[config.mk]
export PLATFORM = sky130hd
export DESIGN_NAME = pulser_trigger_sequencer
export DESIGN_NICKNAME = d
export VERILOG_FILES = /design/src/rtl/pulser_trigger_sequencer.sv
export SDC_FILE = /design/constraint.sdc
export NUM_CORES = 1
export LEC_CHECK = 0
export BUFFER_PORTS_ARGS = -buffer_cell sky130_fd_sc_hd__buf_2
export CORE_UTILIZATION = 57
export CTS_CLUSTER_SIZE = 16
export DETAILED_ROUTE_END_ITERATION = 12
export GPL_TIMING_DRIVEN = 0
export PLACE_DENSITY = 0.89
export SLEW_MARGIN = 20
export SYNTH_ARGS = -nofsm -noshare
export SYNTH_HDL_FRONTEND = slang
export SYNTH_SLANG_ARGS = --single-unit
export TNS_END_PERCENT = 30
[constraint.sdc]
create_clock -name clk -period 4.1 [get_ports clk]
set_input_delay 0.615 -clock clk [delete_from_list [all_inputs] [get_ports clk]]
set_output_delay 0.615 -clock clk [all_outputs]
set_load 0.005 [all_outputs]
[src/rtl/pulser_trigger_sequencer.sv]
// Pulser trigger burst sequencer: fires 2^AVG_LOG2 triggers, averages the returned propagation counts.
// Optional min/max tracking of accepted samples is built when PULSER_MINMAX_EN is defined.
module pulser_trigger_sequencer #(
    parameter int          CNT_W      = 16,
    parameter int          TRIG_WIDTH = 8,
    parameter logic [15:0] TIMEOUT    = 16'hFFFF,
    parameter int          AVG_LOG2   = 2
) (
    input  logic             clk,
    input  logic             reset,
    input  logic             Start,
    input  logic [15:0]      Period,
    input  logic             Pulse_Measurement_Done,
    input  logic [CNT_W-1:0] Pulse_Propagation_Counter,
    input  logic             Pulser_IC_Error,
    output logic             Pulser_Trigger_Request,
    output logic             Busy,
    output logic             Result_Valid,
    output logic [CNT_W-1:0] Result_Avg,
    output logic             Timeout_Error,
    output logic             IC_Error,
    output logic [CNT_W-1:0] Result_Min,
    output logic [CNT_W-1:0] Result_Max
);

    localparam int          ACC_W      = CNT_W + AVG_LOG2;
    localparam logic [4:0]  SHOTS_N    = 5'(1 << AVG_LOG2);
    localparam logic [15:0] TW_LAST    = 16'(TRIG_WIDTH - 1);
    localparam logic [15:0] MIN_PERIOD = 16'(TRIG_WIDTH + 4);
    localparam logic [15:0] TMO_LAST   = TIMEOUT - 16'd1;

    typedef enum logic [2:0] {S_IDLE, S_TRIG, S_WAIT, S_GAP, S_REPORT} state_t;

    state_t             r_state;
    state_t             w_next;
    logic               r_done_q;
    logic [15:0]        r_period_cnt;
    logic [15:0]        r_tmo_cnt;
    logic [15:0]        r_eff_period;
    logic [4:0]         r_shots;
    logic               r_sampled;
    logic [ACC_W-1:0]   r_acc;
    logic               r_result_valid;
    logic [CNT_W-1:0]   r_result_avg;
    logic               r_timeout_err;
    logic               r_ic_err;

    logic               w_done_rise;
    logic               w_tmo_hit;
    logic               w_start;
    logic               w_accept;
    logic               w_set_tmo;
    logic               w_set_ic;
    logic               w_report;
    logic               w_enter_trig;
    logic [ACC_W-1:0]   w_avg;

    assign w_done_rise = Pulse_Measurement_Done & ~r_done_q;
    // Fires on the edge that would make the counter equal TIMEOUT.
    assign w_tmo_hit   = (r_tmo_cnt >= TMO_LAST);
    assign w_avg       = r_acc >> AVG_LOG2;

    always_comb begin
        w_next   = r_state;
        w_start  = 1'b0;
        w_accept = 1'b0;
        w_set_tmo = 1'b0;
        w_set_ic = 1'b0;
        w_report = 1'b0;
        case (r_state)
            S_IDLE: begin
                if (Pulser_IC_Error) begin
                    w_set_ic = 1'b1;
                end else if (Start) begin
                    w_start = 1'b1;
                    w_next  = S_TRIG;
                end
            end
            S_TRIG: begin
                if (Pulser_IC_Error) begin
                    w_set_ic = 1'b1;
                    w_next   = S_IDLE;
                end else begin
                    w_accept = w_done_rise & ~r_sampled;
                    if (w_tmo_hit && !w_accept) begin
                        w_set_tmo = 1'b1;
                        w_next    = S_IDLE;
                    end else if (r_period_cnt >= TW_LAST) begin
                        w_next = (r_sampled || w_accept) ? S_GAP : S_WAIT;
                    end
                end
            end
            S_WAIT: begin
                if (Pulser_IC_Error) begin
                    w_set_ic = 1'b1;
                    w_next   = S_IDLE;
                end else if (w_done_rise) begin
                    w_accept = 1'b1;
                    w_next   = S_GAP;
                end else if (w_tmo_hit) begin
                    w_set_tmo = 1'b1;
                    w_next    = S_IDLE;
                end
            end
            S_GAP: begin
                if (Pulser_IC_Error) begin
                    w_set_ic = 1'b1;
                    w_next   = S_IDLE;
                end else if (r_period_cnt >= r_eff_period - 16'd1) begin
                    if (r_shots == SHOTS_N) begin
                        w_report = 1'b1;
                        w_next   = S_REPORT;
                    end else begin
                        w_next = S_TRIG;
                    end
                end
            end
            S_REPORT: w_next = S_IDLE;
            default:  w_next = S_IDLE;
        endcase
    end

    assign w_enter_trig = (w_next == S_TRIG) && (r_state != S_TRIG);

    always_ff @(posedge clk) begin
        if (reset) begin
            r_state        <= S_IDLE;
            r_done_q       <= 1'b0;
            r_period_cnt   <= '0;
            r_tmo_cnt      <= '0;
            r_eff_period   <= '0;
            r_shots        <= '0;
            r_sampled      <= 1'b0;
            r_acc          <= '0;
            r_result_valid <= 1'b0;
            r_result_avg   <= '0;
            r_timeout_err  <= 1'b0;
            r_ic_err       <= 1'b0;
        end else begin
            r_state  <= w_next;
            r_done_q <= Pulse_Measurement_Done;
            if (w_enter_trig) begin
                r_period_cnt <= '0;
                r_tmo_cnt    <= '0;
                r_sampled    <= 1'b0;
            end else begin
                if (r_period_cnt != 16'hFFFF) r_period_cnt <= r_period_cnt + 16'd1;
                if (r_tmo_cnt != 16'hFFFF)    r_tmo_cnt    <= r_tmo_cnt + 16'd1;
                if (w_accept)                 r_sampled    <= 1'b1;
            end
            if (w_start) begin
                r_eff_period  <= (Period >= MIN_PERIOD) ? Period : MIN_PERIOD;
                r_acc         <= '0;
                r_shots       <= '0;
                r_timeout_err <= 1'b0;
                r_ic_err      <= 1'b0;
            end
            if (w_accept) begin
                r_acc   <= r_acc + ACC_W'(Pulse_Propagation_Counter);
                r_shots <= r_shots + 5'd1;
            end
            if (w_set_tmo) r_timeout_err <= 1'b1;
            if (w_set_ic)  r_ic_err      <= 1'b1;
            r_result_valid <= w_report;
            if (w_report) r_result_avg <= w_avg[CNT_W-1:0];
        end
    end

`ifdef PULSER_MINMAX_EN
    logic [CNT_W-1:0] r_min;
    logic [CNT_W-1:0] r_max;
    logic [CNT_W-1:0] r_result_min;
    logic [CNT_W-1:0] r_result_max;

    always_ff @(posedge clk) begin
        if (reset) begin
            r_min        <= '0;
            r_max        <= '0;
            r_result_min <= '0;
            r_result_max <= '0;
        end else begin
            if (w_start) begin
                r_min <= '1;
                r_max <= '0;
            end
            if (w_accept) begin
                if (Pulse_Propagation_Counter < r_min) r_min <= Pulse_Propagation_Counter;
                if (Pulse_Propagation_Counter > r_max) r_max <= Pulse_Propagation_Counter;
            end
            if (w_report) begin
                r_result_min <= r_min;
                r_result_max <= r_max;
            end
        end
    end

    assign Result_Min = r_result_min;
    assign Result_Max = r_result_max;
`else
    assign Result_Min = '0;
    assign Result_Max = '0;
`endif

    assign Pulser_Trigger_Request = (r_state == S_TRIG) && !Pulser_IC_Error;
    assign Busy                   = (r_state != S_IDLE);
    assign Result_Valid           = r_result_valid;
    assign Result_Avg             = r_result_avg;
    assign Timeout_Error          = r_timeout_err;
    assign IC_Error               = r_ic_err;

endmodule

==> summary.txt <==
Outcome
  – Status: finished, final reports clean

Power and ir drop
  – Static leakage: 2.675 nW
  – Internal: about 1.3 mW
  – Power Total: around 1.8 mW
  – Sequential Power Share: 0.530
  – P per Cell Area: about 280 nW/um2
  – Gate power share: 0.155
  – Clock power frac: 0.315
  – Worst IR drop on VDD: 198.8 uV
  – Sw Ratio: 0.2821
  – P_sw: slightly above 0.5 mW

Final layout
  – Fillers: between 800 and 900
  – Final #Nets: just under 900
  – Area Growth Syn to Fin: 12.98%
  – Ant diodes: 0
  – Layout cell share with drive strength beyond 1: 0.1855

Routing
  – Antenna Nets Post-Route: 0
  – WL/cell: about 15 um
  – Initial DRC Count: 250
  – Vias per cell: 5.710
  – Via count: between 5000 and 6000
  – Post-Route WL: around 14 mm
  – Drt pass-1 iters: 5
  – DRC Markers: 0

Timing
  – Final setup fails: 0
  – Worst slew pin tran: 0.7287 ns
  – RSZ-0062 raised after global routing: false
  – Setup TNS: 0 ns
  – Final Critical Period: roughly 3.6 ns
  – Fin Hold WS: 0.4762 ns
  – Final hold violations: 0
  – Ratio of final minimum period to clock period: 0.8683
  – Fmax achieved: ~280 MHz
  – Final max-slew violation count: 0
  – Rel. slew slack: 0.5076
  – Final Skew: roughly 0.013 ns

CTS
  – Worst-skew pair later-pin latency: roughly 0.37 ns
  – CTS Buf Count: 9
  – Clk buf depth: 2
  – Clk root buf: clkbuf_8
  – Cts hold-fix bufs: 0
  – CTS tree: yes
  – Clock sink total: 95
  – Worst-path clk slew: approximately 0.090 ns
  – H-tree Lvls: 3

Yosys
  – Yosys cell types: between 70 and 80
  – Post-synth EDFFs: 0
  – Register area share after synthesis: 0.3333
  – Synth warn: 0
  – Leading area contributor after synthesis: dfxtp_1
  – Most common cell in the netlist: dfxtp_1
  – Seq cells post-synth: 95
  – Top post-synthesis cells by count: dfxtp_1 (95), nand2_1 (66), a21oi_1 (64), nor2_1 (64), nand3_1 (53)
  – Share of synthesized registers carrying an async set or reset: 0
  – Area contributors post-synth: dfxtp_1 (33%), ha_1 (8.3%), a21oi_1 (5.6%)
  – Mapped Cells: 695
  – Post-Syn Area: about 5700 um2
  – Average cell area after synthesis: 8.211 um2
  – Most used DFF post-synth: dfxtp_1
  – Area fraction of the dominant cell type after synthesis: 0.3333

Worst setup path
  – Reg2Reg Setup Slack: roughly 0.54 ns
  – Crit path required time: 4.36 ns
  – Setup CP Type: register to register
  – RR Endpoint: r_state[0]
  – Peak fanout along the critical path: 10
  – Worst Path Arrival: approximately 3.8 ns
  – Crit. End Element: register
  – Worst reg2reg path depth: 13
  – Crit path cell chain: or3_1, nor2_1, nand3_1, nor3_1, xnor2_1, ha_1, and3_1, a221oi_1, o211ai_2, a21oi_2, buf_2, a21oi_1, o32ai_1
  – RR Startpoint: r_eff_period[2]
  – Setup crit start kind: register
  – Worst path slowest cell: a21oi_2
  – Critical path's largest stage delay: approximately 0.42 ns

Floorplanning
  – IO Pins: 90
  – Row Count: 36
  – Die area: 10420 um2
  – Core outline area: 9729 um2
  – Starting Density: 0.5865
  – Horiz. Die Dim: 102.1 um
  – Die H: about 100 um

Run
  – Max Cap Viol: 0

Place
  – GP Congestion: approximately 0.9
  – Post-DP HPWL: 10.81 mm
  – Port Buf Inserts: 56

GRT
  – First-pass GRT wire length: between 20 and 25 mm
  – Number of global-route vias before repair: a little over 5000
  – Pin count of the biggest net entering global routing: 16
  – Gr usage total: 0.2841
  – Initial antenna violation count: 0
  – Congestion Overflow GR: 0

Hold path
  – Hold Crit Start: r_eff_period[15]
  – Hold WC Path Type: register to register
  – Hold depth: 2
  – Worst-case hold path end point: r_eff_period[15]
==> timing repair <==
action	4_1_cts	5_1_grt
setup buffers	0	0
endpoints found under the setup margin	0	2
gates resized for setup	0	1
==> logic make-up (layout without fill, tap and decap cells) <==
| kind of cell | Yosys count | after routing | share of synthesized area |
|---|---|---|---|
| simple gates | 287 | 287 | 0.2556 |
| compound gates | 153 | 153 | 0.1730 |
| flops | 95 | 95 | 0.3333 |
| buf+inv | 72 | 144 | 0.07498 |
| xor+xnor | 43 | 43 | 0.06599 |
| fa+ha+maj | 39 | 39 | 0.08682 |
| mux | 5 | 5 | 0.009647 |
| other cells | 1 | 32 | 0.0006571 |
==> power by group through the flow <==
stage | clock network, mW | registers [mW] | logic [mW]
floorplan | 0 | 0.975 | 0.207
global placement | 0 | 0.979 | 0.265
detailed placement | 0 | 0.980 | 0.276
CTS | 0.574 | 0.958 | 0.278
global route | 0.616 | 0.962 | 0.316
finish | 0.569 | 0.959 | 0.280
==> sequential cells by signal, indices dropped and copies added, names as in the netlist <==
name / cells
r_tmo_cnt: 16
IC_Error: 1
r_period_cnt: 16
r_eff_period: 16
r_state: 3
Result_Avg: 16
Timeout_Error: 1
Result_Valid: 1
r_done_q: 1
r_acc: 18
r_sampled: 1
r_shots: 5
==> worst max path at each step <==
| stage | start | end | slack, ns |
|---|---|---|---|
| after floorplan | r_eff_period[2] | Result_Avg[10] | 0.98 |
| after global placement | r_eff_period[2] | Result_Avg[15] | 0.44 |
| after detailed placement | r_eff_period[2] | r_state[0] | 0.34 |
| after CTS | r_eff_period[2] | r_state[0] | 0.32 |
| after global routing | r_eff_period[2] | Result_Avg[15] | 0.24 |
| final | r_eff_period[2] | r_state[0] | 0.54 |
==> final cells by class <==
type	count	area (um2)	share of cell area
buffer	60	382.9	0.05938
clock buffer	10	137.6	0.02135
clock inverter	6	36.28	0.005628
inverter	12	45.04	0.006986
multi-input combinational	559	3497	0.5424
sequential	95	1902	0.2950
tap	133	166.4	0.02581
timing repair buffer	56	280.3	0.04347
==> cell usage in the layout, fill, tap and decap left out, types with 9 or more instances in the layout <==
master / count
buf_2: 60
xor2_1: 17
nand3_1: 53
nor3_1: 21
dfxtp_1: 95
inv_1: 11
clkbuf_8: 11
ha_1: 38
nand4_1: 17
clkbuf_1: 18
buf_4: 32
conb_1: 32
nor2b_1: 9
o21ai_0: 29
nor2_1: 64
nand2_1: 66
xnor2_1: 26
a21oi_1: 63
==> metal layers <==
layer | track usage | wire length (um) | up-vias | part of all wire
met1 | 0.3178 | 5605 | 2491 | 0.40
li1 | - | - | 2624 | -
met4 | 0.1604 | 499 | 0 | 0.036
met2 | 0.5194 | 7148 | 160 | 0.52
met3 | 0.03557 | 607 | 41 | 0.044
met5 | 0 | 0 | - | 0
==> worst max-delay path, delay by kind of cell, from the launching register on <==
kind,cells,cell delay (ns)
and+or+nand+nor,5,1.20
xor gates and xnor gates,1,0.15
DFF,1,0.35
buffers and inverters,1,0.28
adders and majority gates,1,0.26
AOI/OAI and AO/OA,5,1.20
==> per-stage QoR <==
stage / instances / instance area [um2] / worst slack (ns) / utilization
3_3_place_gp: 915 / 6270 / 0.4406 / 0.6444
3_5_place_dp: 915 / 6270 / 0.3353 / 0.6444
5_1_grt: 931 / 6447 / 0.2360 / 0.6627
4_1_cts: 931 / 6444 / 0.3248 / 0.6623
6_report: 931 / 6447 / 0.5400 / 0.6627
2_1_floorplan: 726 / 5823 / 0.9808 / -
Power figures use the tool's default switching activity.
